[config.mk]
export PLATFORM = sky130hd
export DESIGN_NAME = mem_port_arbiter
export DESIGN_NICKNAME = d
export VERILOG_FILES = /design/src/rtl/mem_port_arbiter.sv
export SDC_FILE = /design/constraint.sdc
export NUM_CORES = 1
export LEC_CHECK = 0
export BUFFER_PORTS_ARGS = -buffer_cell sky130_fd_sc_hd__buf_2
export CAP_MARGIN = 40
export CELL_PAD_IN_SITES_DETAIL_PLACEMENT = 0
export CELL_PAD_IN_SITES_GLOBAL_PLACEMENT = 1
export CORE_MARGIN = 2
export CORE_UTILIZATION = 37
export CTS_CLUSTER_DIAMETER = 200
export DETAILED_ROUTE_END_ITERATION = 16
export PLACE_DENSITY_LB_ADDON = 0.3
export SLEW_MARGIN = 20
export SYNTH_ARGS = -nofsm -noshare
export SYNTH_HDL_FRONTEND = slang
export SYNTH_SLANG_ARGS = --single-unit
[constraint.sdc]
create_clock -name clk -period 2 [get_ports clk]
set_clock_uncertainty 0.1 [all_clocks]
set_input_delay 0.1 -clock clk [delete_from_list [all_inputs] [get_ports clk]]
set_output_delay 0.1 -clock clk [all_outputs]
set_load 0.01 [all_outputs]
[src/rtl/mem_port_arbiter.sv]
// Shares one fixed-latency single-ported word memory between instruction fetch (IF) and data (DM).
// DM has fixed priority. A starvation counter forces an IF grant after STARVE_MAX DM wins over a waiting IF.
module mem_port_arbiter #(
  parameter int AW         = 16,
  parameter int DW         = 16,
  parameter int MEM_LAT    = 2,
  parameter int STARVE_MAX = 4
) (
  input  logic          clk,
  input  logic          rst_n,
  input  logic          if_req,
  input  logic [AW-1:0] if_addr,
  output logic          if_gnt,
  output logic [DW-1:0] if_rdata,
  output logic          if_rvalid,
  input  logic          dm_req,
  input  logic          dm_we,
  input  logic [AW-1:0] dm_addr,
  input  logic [DW-1:0] dm_wdata,
  output logic          dm_gnt,
  output logic [DW-1:0] dm_rdata,
  output logic          dm_rvalid,
  output logic          mem_en,
  output logic          mem_we,
  output logic [AW-1:0] mem_addr,
  output logic [DW-1:0] mem_wdata,
  input  logic [DW-1:0] mem_rdata,
  output logic          stall_if,
  output logic          stall_dm
);

  localparam int SW = $clog2(STARVE_MAX + 1);

  typedef enum logic {IDLE, ACCESS} state_t;

  state_t        state;
  logic [3:0]    cnt;
  logic [SW-1:0] starve_cnt;
  logic          owner_dm;
  logic          dm_win;
  logic          idle;

  assign idle   = (state == IDLE);
  // DM loses only when IF is waiting and has already been passed over STARVE_MAX times
  assign dm_win = dm_req & ~(if_req & (starve_cnt == SW'(STARVE_MAX)));

  // Gated with rst_n so nothing is granted while reset is asserted
  assign dm_gnt   = rst_n & idle & dm_win;
  assign if_gnt   = rst_n & idle & if_req & ~dm_win;
  assign stall_if = rst_n & if_req & ~if_gnt;
  assign stall_dm = rst_n & dm_req & ~dm_gnt;

  always_ff @(posedge clk or negedge rst_n) begin
    if (!rst_n) begin
      state      <= IDLE;
      cnt        <= '0;
      starve_cnt <= '0;
      owner_dm   <= 1'b0;
      mem_en     <= 1'b0;
      mem_we     <= 1'b0;
      mem_addr   <= '0;
      mem_wdata  <= '0;
      if_rdata   <= '0;
      dm_rdata   <= '0;
      if_rvalid  <= 1'b0;
      dm_rvalid  <= 1'b0;
    end else begin
      if_rvalid <= 1'b0;
      dm_rvalid <= 1'b0;
      case (state)
        IDLE: begin
          if (dm_gnt) begin
            state     <= ACCESS;
            cnt       <= 4'(MEM_LAT - 1);
            owner_dm  <= 1'b1;
            mem_en    <= 1'b1;
            mem_we    <= dm_we;
            mem_addr  <= dm_addr;
            mem_wdata <= dm_wdata;
            if (if_req && starve_cnt != SW'(STARVE_MAX))
              starve_cnt <= starve_cnt + 1'b1;
          end else if (if_gnt) begin
            state      <= ACCESS;
            cnt        <= 4'(MEM_LAT - 1);
            owner_dm   <= 1'b0;
            mem_en     <= 1'b1;
            mem_we     <= 1'b0;
            mem_addr   <= if_addr;
            starve_cnt <= '0;
          end
        end
        ACCESS: begin
          if (cnt == 4'd0) begin
            state  <= IDLE;
            mem_en <= 1'b0;
            mem_we <= 1'b0;
            if (owner_dm) begin
              dm_rvalid <= 1'b1;
              // Stores only acknowledge; the last load value stays visible
              if (!mem_we)
                dm_rdata <= mem_rdata;
            end else begin
              if_rvalid <= 1'b1;
              if_rdata  <= mem_rdata;
            end
          end else begin
            cnt <= cnt - 4'd1;
          end
        end
        default: state <= IDLE;
      endcase
    end
  end

endmodule
## After elaboration in Yosys (flattened, before gate mapping)

Index checks and enable logic that the tools add are counted.

| word-level totals | value |
|---|---|
| logic and storage cells | 74 |
| ROM bits | 0 |
| bits of input ports | 69 |
| bits in latches | 0 |
| RAM bits | 0 |
| memories kept | 0 |
| register bits | 77 |
| output and inout port bits | 72 |

| operators by class | value |
|---|---|
| div/mod/pow operators | 0 |
| add/subtract/negate cells | 2 |
| shift-type cells | 0 |
| eq/ne operators | 6 |
| multiplexer cells | 27 |
| reductions and logical operators | 10 |
| $mul | 0 |
| bitwise gates (word level) | 17 |
| magnitude comparators | 0 |

Operators with widths:

| cell | number |
|---|---|
| 16-bit 2-to-1 mux | 2 |
| 1-bit 2-to-1 mux | 15 |
| 4-bit 2-to-1 mux | 3 |
| 1-bit bitwise AND | 10 |
| 3-bit 2-to-1 mux | 3 |
| 4-bit case mux with 2 select lines | 1 |
| 2-bit AND reduction | 4 |
| 1-bit inverter | 7 |
| 3-bit inequality test, second input constant | 2 |
| 1-bit case mux with 2 select lines | 3 |
| 3-bit AND reduction | 2 |
| 4-bit logical NOT | 1 |
| 2-bit by 1-bit inequality test with 1-bit output, second input constant | 2 |
| 4-bit AND reduction | 1 |
| 4-bit by 1-bit subtractor with 4-bit output, second input constant | 1 |
| 3-bit by 1-bit adder with 3-bit output, second input constant | 1 |
| 3-bit == test, second input constant | 1 |
| 2-bit inequality test, second input constant | 1 |
| 2-bit nonzero test | 1 |
| 1-bit logical AND | 1 |

## Logic depth before layout (Yosys ltp)

Gate-level depths: netlist of run 1.

| logic depth | value |
|---|---|
| word-level depth | 9 |
| mapped depth | 8 |
| depth with buffers taken out | 6 |

## Worst setup path after synthesis of run 1

Ideal clock, no wire load.

| timing | value |
|---|---|
| path kind | reg-to-reg |
| start | register cnt[0] |
| end | register if_rdata[0] |
| arrival | 1.502 ns |
| cell stages (with the launch flop) | 7 |
| clock period less this slack | 1.727 ns |
| slack | 0.273 ns |
| data required time | 1.775 ns |
| setup time | 0.125 ns |
| buffers on the path | 1 |
| cell sequence | dfrtp_1 > inv_1 > ha_1 > nand4bb_1 > nor2_4 > buf_6 > mux2_2 |

| on the way | value |
|---|---|
| longest elaborated chain between the ends | 2 |

Ends and longest elaborated chain:

| element | line | RTL |
|---|---|---|
| start, declared | 37 | `logic [3:0] cnt;` |
| start signal, assigned | 74 | `cnt <= 4'(MEM_LAT - 1);` |
| start signal, assigned | 84 | `cnt <= 4'(MEM_LAT - 1);` |
| start signal, assigned | 107 | `cnt <= cnt - 4'd1;` |
| 4-bit logical NOT | 93 | `if (cnt == 4'd0) begin` |
| 3-bit AND reduction (no source line) | -- |  |
| end signal, assigned | 104 | `if_rdata <= mem_rdata;` |
| end, declared | 14 | `output logic [DW-1:0] if_rdata,` |

No other way between the ends.
A chain may end at the register's enable or synchronous reset.

## Worst setup path after layout of run 1

| timing | value |
|---|---|
| start | register starve_cnt[0] |
| end | output stall_dm |

| on the way | value |
|---|---|
| longest elaborated chain between the ends | 7 |

Ends and longest elaborated chain:

| element | line | RTL |
|---|---|---|
| start, declared | 38 | `logic [SW-1:0] starve_cnt;` |
| start signal, assigned | 81 | `starve_cnt <= starve_cnt + 1'b1;` |
| 3-bit == test | 45 | `assign dm_win = dm_req & ~(if_req & (starve_cnt == SW'(STARVE_MAX)));` |
| 1-bit bitwise AND | 45 |  |
| 1-bit inverter | 45 |  |
| 1-bit bitwise AND | 45 |  |
| 1-bit bitwise AND | 48 | `assign dm_gnt = rst_n & idle & dm_win;` |
| 1-bit inverter | 51 | `assign stall_dm = rst_n & dm_req & ~dm_gnt;` |
| 1-bit bitwise AND | 51 |  |
| end, declared | 29 | `output logic stall_dm` |

No other way between the ends.

==> out/qor.yml, run 1 <==
outcome: "complete, no violations"
hold_path.class: "in -> async"
grt.total_usage_pct: 16.86
die_w_um: 97.64
ff_latch_area_sq_um: 1927
ys_async_sr_fraction_pct: 100.0
start_util_pct: 37.75
cp.arrival_ns: 1.66
crit_path_max_incr_delay_ns: 0.38
r2r_start: "cnt[0]"
diodes: 0
synthesis.area_sq_um: 3244
drt_iter0_markers: 77
syn_to_final_growth_pct: 54.92
synthTopCellsByArea: "dfrtp_1 (59%), mux2_2 (6.9%), mux2_1 (6.6%)"
criticalPathCategory: "reg -> out"
rsz0062_at_grt: "false"
finalHoldViolCount: 0
cp_cell_sequence: "inv_1 > ha_1 > nand3_1 > nand3_2 > buf_6 > and3_1 > buf_2"
crit_fanout: 17
drive_above_1_share_pct: 49.32
vias_per_cell: 4.737
grt_pass1_vias: 2698
drc_errors: 0
switching_share_pct: 31.79
timing.rr.end: "dm_rdata[11]"
overflow: 0
wl_mm: 7.805
via_count: 2596
power.internal_uw: 4732
regToRegSetupSlack_ns: 0.16
crit_required_ns: 1.80
start_kind: "register"
rows: 34
io_pins: 141
worst_skew_pair.late_latency_ns: 0.33
grt_start_max_net_pins: 56
combPwrFrac_pct: 39.5
htreeDepth: 3
period_minus_slack_ns: 1.858
clk_pin_slew_ns: 0.08
max_freq_mhz: 538.2
cts_root_buf: "clkbuf_8"
dieHeight_um: 97.64
wl_per_cell_um: 14.24
multi_input_area_sq_um: 1221
power_switching_uw: 2206
place_hpwl_mm: 5.073
grt_pass1_wl_mm: 13.09
cp_slowest_cell: "dfrtp_1"
seqPwrFrac_pct: 39.4
cp-end-kind: "primary output"
yosysMostFrequentCell: "dfrtp_1"
yosys_warnings: 0
maxSlewHeadroom_pct: 54.34
powerDensity_nw_per_um2: 1380
cts_tree: "done"
num-fill-cells: 703
io_buffers: 140
synthCells: 219
synth_top_cell_area_share_pct: 59.39
p_leak_uw: 0.002426
ctsLongestPathBuffers: 2
synth_edf_count: 0
clock_sinks: 77
fin_tns_setup_ns: 0
post_cts_buffers: 0
final_util_pct: 58.49
ant_nets: 0
ys_ff_latch: 77
synth.avg_cell_area_sq_um: 14.81
setup_violations: 0
drv_cap: 0
synth_top_area_cell: "dfrtp_1"
syn_nets: 292
cts_buffers: 9
worst-r2r-cell-count: 5
antenna_found_initial: 0
drt_first_pass_iters: 4
worst_slew_pin_slew_ns: 0.6849
slew_violations: 0
clkPwrFrac_pct: 21.1
synth_cell_types: 41
place.gp.congestion: 0.7707
vdd_drop_max_v: 0.0005170
ys_seq_area_share_pct: 59.39
synth_ff_type: "dfrtp_1"
synth_commonest_cells: "dfrtp_1 (77), mux2_2 (20), mux2_1 (19)"
fin_crit_sh_pct: 92.89
nets: 508
die-area_sq_um: 9534
core_area_sq_um: 8593
[power by group through the flow]
| stage | clock network (uW) | registers [uW] | logic (uW) |
|---|---|---|---|
| floorplan | 0 | 3050 | 1300 |
| global placement | 0 | 2760 | 2610 |
| detailed placement | 0 | 2750 | 2670 |
| CTS | 1500 | 2730 | 2760 |
| global route | 1570 | 2850 | 3000 |
| finish | 1460 | 2730 | 2740 |
[logic make-up (layout without fill, tap and decap cells)]
logic type                 Yosys count  count (layout)  share of synthesized area, %
and+or+nand+nor                     22              22                         4.975
buffers and inverters               19             240                         2.969
AOI/OAI and AO/OA                   46              46                         12.42
adders and majority gates            4               4                         1.543
muxes                               49              49                         18.16
xor gates and xnor gates             2               2                        0.5400
DFF                                 77              77                         59.39
[registers in the layout, summed over array words and instances (netlist names)]
name,count
dm_rdata,16
if_rdata,16
mem_addr,16
mem_wdata,16
cnt,4
starve_cnt,3
dm_rvalid,1
if_rvalid,1
mem_en,1
mem_we,1
owner_dm,1
state,1
[per-layer routing]
layer | GRT usage [%] | share of wire [%]
met4 | 4.808 | 0.68
met1 | 23.09 | 47
met3 | 3.813 | 6.0
met5 | 0 | 0
met2 | 27.00 | 46
[layout make-up]
| type | instances | area share [%] |
|---|---|---|
| repair buffers | 216 | 28.95 |
| inverters | 8 | 0.5975 |
| clock inverters | 5 | 2.116 |
| well taps | 108 | 2.689 |
| clock buffers | 11 | 3.012 |
| multi-input cells | 123 | 24.30 |
| flip-flops and latches | 77 | 38.34 |
[cells in the final DEF (no fill, tap or decap), types with 2 or more instances in the layout]
| cell | netlist | layout |
|---|---|---|
| dfrtp_1 | 77 | 77 |
| o221a_2 | 16 | 16 |
| o21ai_0 | 3 | 3 |
| dlygate4sd3_1 | 0 | 66 |
| ha_1 | 4 | 4 |
| nand2_1 | 3 | 3 |
| mux2_2 | 20 | 20 |
| mux2_4 | 10 | 10 |
| bufinv_16 | 0 | 3 |
| mux2_1 | 19 | 19 |
| clkbuf_8 | 0 | 11 |
| buf_2 | 2 | 139 |
| and2_1 | 3 | 3 |
| o221ai_1 | 2 | 2 |
| nor2_1 | 2 | 2 |
| a32o_1 | 2 | 2 |
| inv_1 | 7 | 7 |
| nand2b_1 | 2 | 2 |
| buf_4 | 2 | 9 |
| o21bai_1 | 16 | 16 |
[worst max-delay path by stage]
stage,start,endpoint,slack (ns),depth (start not counted)
after floorplan,cnt[0],if_rdata[0],0.27,6
final,starve_cnt[0],stall_dm,0.14,7
after global routing,starve_cnt[0],stall_dm,0.01,7
after global placement,cnt[0],dm_rdata[6],0.24,5
after CTS,starve_cnt[0],stall_dm,0.07,7
after detailed placement,cnt[0],dm_rdata[8],0.18,5
[what timing repair did]
action                     in CTS  in global routing
gates resized for setup         0                  1
hold buffers                   66                  0
hold endpoints to repair       87                  0
setup endpoints to repair       0                  1
[metrics by stage]
stage	hold slack [ns]	std cells	power, uW	setup WS [ns]	cell area [sq um]
finish	0.04331	548	6938	0.1421	5026
global route	0.04672	548	7414	0.01285	5026
CTS	0.02494	548	6999	0.06792	5022
detailed placement	-0.1630	466	5418	0.1799	4104
global placement	-0.1631	466	5363	0.2377	4104
floorplan	-0.2956	219	4348	0.2727	3244
[worst max-delay path, delay by kind of cell, from the launching register on]
| family | cells | cell delay [ns] |
|---|---|---|
| adders and majority gates | 1 | 0.17 |
| buffers and inverters | 3 | 0.41 |
| DFF | 1 | 0.38 |
| and+or+nand+nor | 3 | 0.37 |
Power figures use the tool's default switching activity.
==> inputs of run 2 (changes only) <==
CORE_UTILIZATION = 33   (was 37)
clock period = 1.6 ns   (was 2 ns; I/O delays follow)
==> run 2 against run 1 <==
The flow now finishes with violations (negative setup slack). Power is 44% higher. First-iteration DRC count grew 9.1%. Cell count rose by 10%. Sequential power rose by 27%. Non-clock buffer count is 32 higher. Core utilization rose by 1.6 points. Critical path type unchanged. Combinational power up 74%.
==> out/qor.yml, run 2 (synthesis results as in run 1) <==
cp.arrival_ns: 1.58  # was 1.66 ns
crit_fanout: 2  # was 17
fin_ws_ns: -0.1585  # was 0.1421 ns
p_leak_uw: 0.002778  # was 0.002426 uW
grt_pass1_wl_mm: 14.07  # was 13.09 mm
num-fill-cells: 784  # was 703
io_pins: 141  # unchanged
violations: "negative setup slack"
cp-end-kind: "primary output"  # unchanged
diodes: 0  # unchanged
start_kind: "register"  # unchanged
die-area_sq_um: 10640  # was 9534 sq um
ant_nets: 0  # unchanged
powerDensity_nw_per_um2: 1729  # was 1380 nW/um^2
die_w_um: 103.2  # was 97.64 um
clock_sinks: 77  # unchanged
wl_per_cell_um: 15.58  # was 14.24 um
htreeDepth: 3  # unchanged
via_count: 2798  # was 2596
multi_input_area_sq_um: 1560  # was 1221 sq um
worst_skew_pair.late_latency_ns: 0.34  # was 0.33 ns
wl_mm: 9.410  # was 7.805 mm
syn_to_final_growth_pct: 78.60  # was 54.92%
worst_slew_pin_slew_ns: 0.7216  # was 0.6849 ns
drive_above_1_share_pct: 59.45  # was 49.32%
drc_errors: 0  # unchanged
outcome: "complete, but fails checks"  # was complete, no violations
io_buffers: 140  # unchanged
hold_start: "dm_req"
ff_latch_area_sq_um: 1928  # was 1927 sq um
grt_pass1_vias: 2945  # was 2698
place.gp.congestion: 0.7968  # was 0.7707
crit_start: "starve_cnt[0]"  # unchanged
dieHeight_um: 103.2  # was 97.64 um
drt_first_pass_iters: 4  # unchanged
switching_share_pct: 31.92  # was 31.79%
slew_violations: 0  # unchanged
hold_path.class: "in -> reg"  # was in -> async
start_util_pct: 33.66  # was 37.75%
max_freq_mhz: 568.7
cts_root_buf: "clkbuf_8"  # unchanged
drv_cap: 0  # unchanged
crit_required_ns: 1.42  # was 1.80 ns
grt_start_max_net_pins: 59  # was 56
seqPwrFrac_pct: 34.7  # was 39.4%
fin_crit_sh_pct: 109.9
maxSlewHeadroom_pct: 51.89  # was 54.34%
cts_tree: "done"  # unchanged
nets: 540  # was 508
finalHoldViolCount: 0  # unchanged
power.internal_uw: 6821  # was 4732 uW
drt_iter0_markers: 84  # was 77
vdd_drop_max_v: 0.0007777  # was 0.0005170 V
r2r_start: "cnt[1]"  # was cnt[0]
rows: 36  # was 34
vias_per_cell: 4.632  # was 4.737
core_area_sq_um: 9639  # was 8593 sq um
antenna_found_initial: 0  # unchanged
final_common_cell: "buf_2"  # unchanged
clk_pin_slew_ns: 0.08  # about the same
combPwrFrac_pct: 47.7  # was 39.5%
p_total_uw: 10020  # was 6938 uW
grt.total_usage_pct: 17.20  # was 16.86%
period_minus_slack_ns: 1.759
place_ws_ns: -0.05910  # was 0.1799 ns
rsz0062_at_grt: "true"  # was false
cts_buffers: 9  # unchanged
ctsLongestPathBuffers: 2  # unchanged
layout_common_cells: "buf_2 (136), dfrtp_1 (76), dlygate4sd3_1 (66)"  # was buf_2 (139), dfrtp_1 (77), dlygate4sd3_1 (66)
power_switching_uw: 3198  # was 2206 uW
setup_violations: 48  # was 0
overflow: 0  # unchanged
criticalPathCategory: "reg -> out"  # unchanged
clkPwrFrac_pct: 17.6  # was 21.1%
place_hpwl_mm: 5.744  # was 5.073 mm
## run 2: layout make-up
cell class / instances / area share, %
inverter: 8 / 0.6046
timing repair buffer: 248 / 32.26
sequential: 77 / 33.28
tap: 133 / 2.872
clock inverter: 6 / 1.922
multi-input combinational: 123 / 26.93
clock buffer: 9 / 2.138
## run 2: path summary, 6_finish.rpt
check                                to  slack, ns  cells past startpoint
setup / recovery               stall_if      -0.16                      7
hold / removal                   mem_en       0.07                      3
setup reg to reg            dm_rdata[6]      -0.10                      6
hold reg to reg             if_rdata[4]       0.39                      1
max in group asynchronous         state       0.45                      3
min in group asynchronous  mem_addr[11]       0.19                      3
## run 2: critical path, cell delays in order, from the launching register on
cell	delay, ns
dfrtp_1	0.39
inv_2	0.08
ha_4	0.14
nand2_1	0.05
a21o_1	0.21
buf_6	0.12
and2_4	0.12
buf_6	0.11
## run 2: power by group through the flow
| stage | sequential, uW | clock (uW) | combinational, uW |
|---|---|---|---|
| floorplan | 3830 | 0 | 1750 |
| global placement | 3440 | 0 | 3680 |
| detailed placement | 3440 | 0 | 3770 |
| CTS | 3450 | 1800 | 4400 |
| global route | 3600 | 1890 | 5180 |
| finish | 3480 | 1760 | 4780 |
## run 2: timing repair
action / in CTS / in global routing
pin swaps: 6 / 17
gates resized for setup: 45 / 30
cloned: 1 / 1
buffers inserted: 13 / 3
hold buffers: 66 / 0
endpoints found under the hold margin: 142 / 0
endpoints found under the setup margin: 46 / 71
## run 2: per-stage QoR
step	instance area (sq um)	cells	utilization [%]	TNS, ns	hold WS (ns)
2_1_floorplan	3311	219	-	-0.7502	-0.3156
3_3_place_gp	4337	505	44.99	-0.2556	-0.07937
3_5_place_dp	4337	505	44.99	-1.060	-0.07293
4_1_cts	5547	600	57.54	-3.433	0.04460
5_1_grt	5794	604	60.11	-7.042	0.06651
6_report	5794	604	60.11	-2.856	0.07033
## run 2: metal layers
metal  wire [um]  up-vias  track usage, %  share of wire (%)
met1        4151     1363           22.00                 44
met4         127        0           5.668                1.3
met5           0        -               0                  0
met3         579       14           3.797                6.2
li1            -     1307               -                  -
met2        4550      114           28.97                 48
